<file path="config.mk">
export PLATFORM = sky130hd
export DESIGN_NAME = cache_control_flat
export DESIGN_NICKNAME = d
export VERILOG_FILES = /design/src/rtl/cache_control_pkg.sv /design/src/rtl/cache_control_if.sv /design/src/rtl/cache_control_lru_array.sv /design/src/rtl/cache_control.sv /design/src/flat_wrapper.sv
export SDC_FILE = /design/constraint.sdc
export NUM_CORES = 1
export LEC_CHECK = 0
export CORE_ASPECT_RATIO = 0.9
export CORE_MARGIN = 5
export CORE_UTILIZATION = 45
export DETAILED_ROUTE_END_ITERATION = 16
export GPL_ROUTABILITY_DRIVEN = 0
export PLACE_DENSITY = 0.85
export SKIP_CTS_REPAIR_TIMING = 1
export SLEW_MARGIN = 20
export SYNTH_ARGS = -nofsm -noshare
export SYNTH_HDL_FRONTEND = slang
export SYNTH_SLANG_ARGS = --single-unit
</file>
<file path="constraint.sdc">
create_clock -name clk -period 1.86 [get_ports clk]
set_clock_uncertainty 0.05 [all_clocks]
set_input_delay 0.372 -clock clk [delete_from_list [all_inputs] [get_ports clk]]
set_output_delay 0.372 -clock clk [all_outputs]
set_load 0.01 [all_outputs]
</file>
<file path="src/rtl/cache_control_pkg.sv">
// Shared types for the two-way cache controller: FSM states, field widths and
// physical-memory address select encodings.
package cache_types;

    typedef enum logic [1:0] {
        IDLE      = 2'd0,
        WRITEBACK = 2'd1,
        ALLOCATE  = 2'd2
    } state_t;

    localparam int TAG_W           = 9;
    localparam int DEFAULT_INDEX_W = 3;

    localparam logic [1:0] ADDR_SEL_CPU = 2'b00;
    localparam logic [1:0] ADDR_SEL_W1  = 2'b01;
    localparam logic [1:0] ADDR_SEL_W2  = 2'b10;

endpackage

</file>
<file path="src/rtl/cache_control_if.sv">
// CPU request / tag-compare / physical-memory handshake bundle of the cache controller.
// master drives requests and datapath status; slave is the controller.
interface cache_control_if
    import cache_types::*;
#(
    parameter int INDEX_W = DEFAULT_INDEX_W
);
    logic               mem_read;
    logic               mem_write;
    logic [INDEX_W-1:0] mem_index;
    logic               hit;
    logic               w2_hit;
    logic               w1_dirty_out;
    logic               w2_dirty_out;
    logic               pmem_resp;
    logic               mem_resp;
    logic               pmem_read;
    logic               pmem_write;
    logic [1:0]         pmem_addr_sel;
    logic               load_w1;
    logic               load_w2;
    logic               data_in_sel;
    logic               dirty_in;

    modport master (
        output mem_read, mem_write, mem_index, hit, w2_hit,
               w1_dirty_out, w2_dirty_out, pmem_resp,
        input  mem_resp, pmem_read, pmem_write, pmem_addr_sel,
               load_w1, load_w2, data_in_sel, dirty_in
    );

    modport slave (
        input  mem_read, mem_write, mem_index, hit, w2_hit,
               w1_dirty_out, w2_dirty_out, pmem_resp,
        output mem_resp, pmem_read, pmem_write, pmem_addr_sel,
               load_w1, load_w2, data_in_sel, dirty_in
    );

endinterface

</file>
<file path="src/rtl/cache_control_lru_array.sv">
// One LRU bit per set; bit value names the least-recently-used way (0 way 1, 1 way 2).
module lru_array
    import cache_types::*;
#(
    parameter int INDEX_W = DEFAULT_INDEX_W
) (
    input  logic               clk,
    input  logic               rst,
    input  logic [INDEX_W-1:0] index,
    output logic               rd_data,
    input  logic               we,
    input  logic               wr_data
);
    localparam int SETS = 1 << INDEX_W;

    logic [SETS-1:0] lru_q;
    logic [SETS-1:0] lru_d;

    assign rd_data = lru_q[index];

    always_comb begin
        lru_d = lru_q;
        if (we) begin
            lru_d[index] = wr_data;
        end
    end

    always_ff @(posedge clk) begin
        if (rst) begin
            lru_q <= '0;
        end else begin
            lru_q <= lru_d;
        end
    end

endmodule

</file>
<file path="src/rtl/cache_control.sv">
// Two-way set-associative cache controller: hit service, dirty writeback, line allocate.
// Define CACHE_PERF_CNT_EN to add saturating access/miss counters.
module cache_control
    import cache_types::*;
#(
    parameter int INDEX_W = DEFAULT_INDEX_W,
    parameter int CNT_W   = 16
) (
    input  logic             clk,
    input  logic             rst,
    cache_control_if.slave   bus
`ifdef CACHE_PERF_CNT_EN
    ,
    output logic [CNT_W-1:0] access_count,
    output logic [CNT_W-1:0] miss_count
`endif
);
    state_t state_q, state_d;
    logic   victim_q, victim_d;
    logic   req;
    logic   lru_rd;
    logic   lru_we;
    logic   lru_wdata;
    logic   victim_dirty;
    logic   miss_start;

    assign req          = bus.mem_read | bus.mem_write;
    assign victim_dirty = lru_rd ? bus.w2_dirty_out : bus.w1_dirty_out;

    lru_array #(.INDEX_W(INDEX_W)) u_lru (
        .clk     (clk),
        .rst     (rst),
        .index   (bus.mem_index),
        .rd_data (lru_rd),
        .we      (lru_we),
        .wr_data (lru_wdata)
    );

    always_ff @(posedge clk) begin
        if (rst) begin
            state_q  <= IDLE;
            victim_q <= 1'b0;
        end else begin
            state_q  <= state_d;
            victim_q <= victim_d;
        end
    end

    always_comb begin
        state_d           = state_q;
        victim_d          = victim_q;
        lru_we            = 1'b0;
        lru_wdata         = 1'b0;
        miss_start        = 1'b0;
        bus.mem_resp      = 1'b0;
        bus.pmem_read     = 1'b0;
        bus.pmem_write    = 1'b0;
        bus.pmem_addr_sel = ADDR_SEL_CPU;
        bus.load_w1       = 1'b0;
        bus.load_w2       = 1'b0;
        bus.data_in_sel   = 1'b0;
        bus.dirty_in      = 1'b0;
        if (!rst) begin
            unique case (state_q)
                IDLE: begin
                    if (req && bus.hit) begin
                        bus.mem_resp = 1'b1;
                        lru_we       = 1'b1;
                        lru_wdata    = ~bus.w2_hit;
                        if (bus.mem_write) begin
                            bus.load_w1  = ~bus.w2_hit;
                            bus.load_w2  = bus.w2_hit;
                            bus.dirty_in = 1'b1;
                        end
                    end else if (req) begin
                        // Victim is latched so a moving index cannot retarget an open miss.
                        miss_start = 1'b1;
                        victim_d   = lru_rd;
                        state_d    = victim_dirty ? WRITEBACK : ALLOCATE;
                    end
                end
                WRITEBACK: begin
                    bus.pmem_write    = 1'b1;
                    bus.pmem_addr_sel = victim_q ? ADDR_SEL_W2 : ADDR_SEL_W1;
                    if (bus.pmem_resp) begin
                        state_d = req ? ALLOCATE : IDLE;
                    end
                end
                ALLOCATE: begin
                    bus.pmem_read = 1'b1;
                    if (bus.pmem_resp) begin
                        // An abandoned request leaves no line to install.
                        bus.load_w1     = req & ~victim_q;
                        bus.load_w2     = req & victim_q;
                        bus.data_in_sel = 1'b1;
                        state_d         = IDLE;
                    end
                end
                default: state_d = IDLE;
            endcase
        end
    end

`ifdef CACHE_PERF_CNT_EN
    logic [CNT_W-1:0] access_count_q, access_count_d;
    logic [CNT_W-1:0] miss_count_q, miss_count_d;

    always_comb begin
        access_count_d = access_count_q;
        miss_count_d   = miss_count_q;
        if (bus.mem_resp && (access_count_q != '1)) begin
            access_count_d = access_count_q + CNT_W'(1);
        end
        if (miss_start && (miss_count_q != '1)) begin
            miss_count_d = miss_count_q + CNT_W'(1);
        end
    end

    always_ff @(posedge clk) begin
        if (rst) begin
            access_count_q <= '0;
            miss_count_q   <= '0;
        end else begin
            access_count_q <= access_count_d;
            miss_count_q   <= miss_count_d;
        end
    end

    assign access_count = access_count_q;
    assign miss_count   = miss_count_q;
`endif

endmodule

</file>
<file path="src/flat_wrapper.sv">
// flat-port wrapper written by rule: the top's interface ports become plain ports
module cache_control_flat import cache_types::*;
#(
    parameter int INDEX_W = DEFAULT_INDEX_W,
    parameter int CNT_W   = 16
)
  (clk, rst, bus_mem_read, bus_mem_write, bus_mem_index, bus_hit, bus_w2_hit, bus_w1_dirty_out, bus_w2_dirty_out, bus_pmem_resp, bus_mem_resp, bus_pmem_read, bus_pmem_write, bus_pmem_addr_sel, bus_load_w1, bus_load_w2, bus_data_in_sel, bus_dirty_in);
  cache_control_if #(.INDEX_W(INDEX_W)) bus_i ();
  input  logic clk;
  input  logic rst;
  input wire logic [$bits(bus_i.mem_read)-1:0] bus_mem_read;
  input wire logic [$bits(bus_i.mem_write)-1:0] bus_mem_write;
  input wire logic [$bits(bus_i.mem_index)-1:0] bus_mem_index;
  input wire logic [$bits(bus_i.hit)-1:0] bus_hit;
  input wire logic [$bits(bus_i.w2_hit)-1:0] bus_w2_hit;
  input wire logic [$bits(bus_i.w1_dirty_out)-1:0] bus_w1_dirty_out;
  input wire logic [$bits(bus_i.w2_dirty_out)-1:0] bus_w2_dirty_out;
  input wire logic [$bits(bus_i.pmem_resp)-1:0] bus_pmem_resp;
  output wire logic [$bits(bus_i.mem_resp)-1:0] bus_mem_resp;
  output wire logic [$bits(bus_i.pmem_read)-1:0] bus_pmem_read;
  output wire logic [$bits(bus_i.pmem_write)-1:0] bus_pmem_write;
  output wire logic [$bits(bus_i.pmem_addr_sel)-1:0] bus_pmem_addr_sel;
  output wire logic [$bits(bus_i.load_w1)-1:0] bus_load_w1;
  output wire logic [$bits(bus_i.load_w2)-1:0] bus_load_w2;
  output wire logic [$bits(bus_i.data_in_sel)-1:0] bus_data_in_sel;
  output wire logic [$bits(bus_i.dirty_in)-1:0] bus_dirty_in;
  assign bus_i.mem_read = bus_mem_read;
  assign bus_i.mem_write = bus_mem_write;
  assign bus_i.mem_index = bus_mem_index;
  assign bus_i.hit = bus_hit;
  assign bus_i.w2_hit = bus_w2_hit;
  assign bus_i.w1_dirty_out = bus_w1_dirty_out;
  assign bus_i.w2_dirty_out = bus_w2_dirty_out;
  assign bus_i.pmem_resp = bus_pmem_resp;
  assign bus_mem_resp = bus_i.mem_resp;
  assign bus_pmem_read = bus_i.pmem_read;
  assign bus_pmem_write = bus_i.pmem_write;
  assign bus_pmem_addr_sel = bus_i.pmem_addr_sel;
  assign bus_load_w1 = bus_i.load_w1;
  assign bus_load_w2 = bus_i.load_w2;
  assign bus_data_in_sel = bus_i.data_in_sel;
  assign bus_dirty_in = bus_i.dirty_in;
  cache_control #(.INDEX_W(INDEX_W), .CNT_W(CNT_W)) u_core (.clk(clk), .rst(rst), .bus(bus_i));
endmodule
</file>
==> impl_metrics.sql <==
INSERT INTO impl_metrics (metric_group, metric, value, unit) VALUES
('placed_design', 'numPlacedInstances', '141', ''),
('floorplanning', 'ios', '21', ''),
('finish', 'finalNonFillerCells', '146', ''),
('pwr', 'cellLeakagePower', '0.0006345', 'uW'),
('critical_path', 'cell_family_contributing_the_most_delay_on_the_critical_path', 'simple AND/OR/NAND/NOR gates', ''),
('logic_synthesis', 'postSynthRegisterBits', '11', ''),
('grt', 'antenna_found_initial', '0', ''),
('floorplanning', 'initial_utilization', '0.4866', ''),
('critical_path', 'timing.critical_path.cells', 'or4b_4 > nor2_2 > buf_2', ''),
('detailed_routing', 'routed-via-count', '822', ''),
('logic_synthesis', 'synthesis.instances', '83', ''),
('critical_path', 'timing.critical_path.fanout_max', '7', ''),
('clock_network', 'max-clock-path-buffers', '2', ''),
('clock_network', 'cts_sinks', '11', ''),
('logic_synthesis', 'yosys_warnings', '0', ''),
('floorplanning', 'rows', '13', ''),
('finish', 'postLayoutCoreUtil', '0.8060', ''),
('timing', 'max-slew-margin-rel', '0.8271', ''),
('floorplanning', 'placeableCoreArea', '0.001496', 'mm2'),
('timing', 'period_share', '1.018', ''),
('finish', 'final_nets', '137', ''),
('clock_network', 'cts_inserted_buffers', '3', ''),
('finish', 'area_delta_synth_final', '65.64', '%'),
('clock_network', 'clk_pin_slew_worst_paths', '0.07', 'ns'),
('critical_path', 'worstSetupEndpointType', 'primary output', ''),
('detailed_routing', 'drtPass1Iterations', '4', ''),
('finish', 'post_route_cells_drive_above_1_share', '0.4113', ''),
('pwr', 'clock_power_share', '0.285', ''),
('pwr', 'cellInternalPower', '409.3', 'uW'),
('flow_run', 'max_cap_viol_count', '0', ''),
('detailed_routing', 'remaining_drc_errors', '0', ''),
('pwr', 'power_per_cell_area', '483.9', 'mW/mm2'),
('timing', 'setup_repair_after_global_routing_missed_its_margin', 'true', ''),
('pwr', 'sw_frac_of_total', '0.2988', ''),
('critical_path', 'arrival_time_of_the_worst_setup_path', '1.47', 'ns'),
('finish', 'antenna_cells', '0', ''),
('placed_design', 'total_half_perimeter_wirelength_after_legalization_and_detailed_placement', '1559', 'um'),
('timing', 'timing.fmax', '0.5280', 'GHz'),
('pwr', 'p_comb_frac', '0.288', ''),
('floorplanning', 'dieHeight', '48.17', 'um'),
('clock_network', 'tritoncts', 'built', ''),
('placed_design', 'pre_cts_ws', '-0.7127', 'ns'),
('detailed_routing', 'routed_wl_per_cell', '16.02', 'um'),
('detailed_routing', 'routed_wl', '2339', 'um'),
('grt', 'grt_start_max_net_pins', '13', ''),
('clock_network', 'h-tree-depth', '1', ''),
('grt', 'gr-total-overflow', '0', ''),
('timing', 'fin_crit', '1.894', 'ns'),
('grt', 'grt.total_usage', '0.1734', ''),
('pwr', 'irDropWorstVdd', '363.6', 'uV'),
('detailed_routing', 'vias_per_cell', '5.630', ''),
('logic_synthesis', 'syn_nets', '95', ''),
('critical_path', 'timing.critical_path.required', '1.44', 'ns'),
('logic_synthesis', 'syn_avg_cell_area', '8.773', 'um2'),
('logic_synthesis', 'synthesis.area', '728.2', 'um2'),
('pwr', 'power_switching', '174.4', 'uW'),
('worst_hold_path', 'hold_path.class', 'reg2reg', ''),
('critical_path', 'crit_path_top_delay_cell', 'or4b_4', ''),
('run_status', 'violations', 'setup timing', ''),
('run_status', 'status', 'finished, violations left', ''),
('timing', 'finalSetupViolations', '1', ''),
('timing', 'tns', '-0.03408', 'ns'),
('logic_synthesis', 'seq_area_frac_synth', '0.3024', ''),
('floorplanning', 'die_w', '52.41', 'um'),
('detailed_routing', 'drtAntennaViolNets', '0', ''),
('detailed_routing', 'drt_iter0_markers', '19', ''),
('grt', 'grt_pass1_vias', '775', ''),
('clock_network', 'clock_tree.root_cell', 'clkbuf_4', ''),
('floorplanning', 'fp.dieArea', '0.002524', 'mm2'),
('timing', 'worst-slew-pin-transition', '0.2573', 'ns'),
('placed_design', 'numPortBuffers', '20', ''),
('timing', 'postLayoutSetupSlackWorst', '-0.03408', 'ns'),
('timing', 'timing.final.hold_violations', '0', ''),
('grt', 'wire_length_of_the_first_global_routing_pass', '3215', 'um'),
('timing', 'slew_viol_final', '0', ''),
('logic_synthesis', 'ys_types', '26', ''),
('critical_path', 'timing.critical_path.buf_inv', '1', ''),
('critical_path', 'critical_path.startpoint_type', 'register', ''),
('critical_path', 'slowest_delay', '0.57', 'ns'),
('clock_network', 'clock_latency', '0.27', 'ns'),
('pwr', 'pwr-share-seq', '0.427', ''),
('critical_path', 'path_class', 'reg2out', '');
==> path summary, 6_finish.rpt <==
path | start | endpoint | slack (ns) | cells after the start
max | u_core.state_q[1] | bus_mem_resp | -0.03 | 3
min | u_core.u_lru.lru_q[4] | u_core.u_lru.lru_q[4] | 0.41 | 2
max reg2reg | u_core.state_q[1] | u_core.u_lru.lru_q[7] | 0.04 | 5
min reg2reg | u_core.u_lru.lru_q[4] | u_core.u_lru.lru_q[4] | 0.41 | 2
==> placed cells by master (no fill, tap or decap), types with 2 or more instances in the layout <==
master,instances
mux2i_1,5
nand4b_1,2
nor2_2,3
inv_1,5
nand2_1,3
dlymetal6s2s_1,14
buf_2,3
dfxtp_4,2
buf_6,2
nand2b_1,2
nor4b_2,2
or2_2,2
nand4_1,3
nor4_2,2
buf_4,19
mux4_2,2
a211oi_1,4
clkdlybuf4s50_1,3
nor2_1,15
dfxtp_1,9
clkbuf_4,3
nor3b_2,2
==> routing by layer <==
metal  vias up  GRT usage  share of wire
li1        386          -              -
met1       392     0.1996           0.41
met2        36     0.3168           0.50
met3         8    0.06116          0.067
met4         0    0.03571          0.022
met5         -          0              0
==> metrics by stage <==
stage	hold WS [ns]	instance area (um2)	total power, uW
3_3_place_gp	0.3927	1076	399.4
2_1_floorplan	0.3772	728.2	317.4
5_1_grt	0.4289	1206	609.9
3_5_place_dp	0.3910	1076	404.6
4_1_cts	0.4118	1104	564.6
6_report	0.4065	1206	583.7
==> cell usage after synthesis (all sizes together) <==
cell	count	area share
o32ai	1	0.012
mux4	2	0.062
dfxtp	11	0.30
inv	5	0.026
or2	3	0.026
nand2b	2	0.017
a211oi	5	0.052
nor4b	3	0.062
or4b	1	0.019
nand2	4	0.021
nor4	2	0.034
nor2	18	0.093
nor3	2	0.014
a22oi	1	0.010
nor3b	2	0.021
nand3	1	0.0069
a21oi	1	0.0069
nand3b	1	0.010
clkbuf	2	0.010
nand4b	2	0.024
buf	2	0.031
o2bb2ai	2	0.024
nor2b	1	0.0086
nand4	3	0.026
mux2i	6	0.082
==> power groups by stage <==
| stage | Sequential [uW] | Clock (uW) | Combinational, uW |
|---|---|---|---|
| 2_1_floorplan | 250 | 0 | 67.6 |
| 5_1_grt | 251 | 179 | 180 |
| 4_1_cts | 248 | 165 | 152 |
| 6_report | 249 | 167 | 168 |
| 3_3_place_gp | 253 | 0 | 146 |
| 3_5_place_dp | 253 | 0 | 151 |
==> worst reg2reg max path: stages, from the launching register on <==
cell and delay [ns]:
dfxtp_4 0.37, or4b_4 0.57, buf_6 0.16, nor4b_4 0.28, mux2i_1 0.24, nor2_1 0.06
==> sequential cells by signal (all words and copies together), names as in the netlist <==
| register | cells |
|---|---|
| u_core.state_q | 2 |
| u_core.victim_q | 1 |
| u_core.u_lru.lru_q | 8 |
==> cell families (layout without fill, tap and decap cells) <==
logic type | Yosys count | in the layout | share of synthesized area
compound gates | 10 | 10 | 0.1048
simple gates | 45 | 45 | 0.3814
flops | 11 | 11 | 0.3024
mux | 8 | 8 | 0.1443
buf+inv | 9 | 50 | 0.06701
==> area by class of cell <==
| cell class | count | area (um2) |
|---|---|---|
| clock buffers | 3 | 22.52 |
| clock inverters | 1 | 5.005 |
| fillers | 91 | 290.3 |
| inverters | 5 | 18.77 |
| multi-input cells | 63 | 519.2 |
| flip-flops and latches | 11 | 227.7 |
| well taps | 22 | 27.53 |
| repair buffers | 41 | 385.4 |
Note: power is estimated with default switching activity, not from simulation.
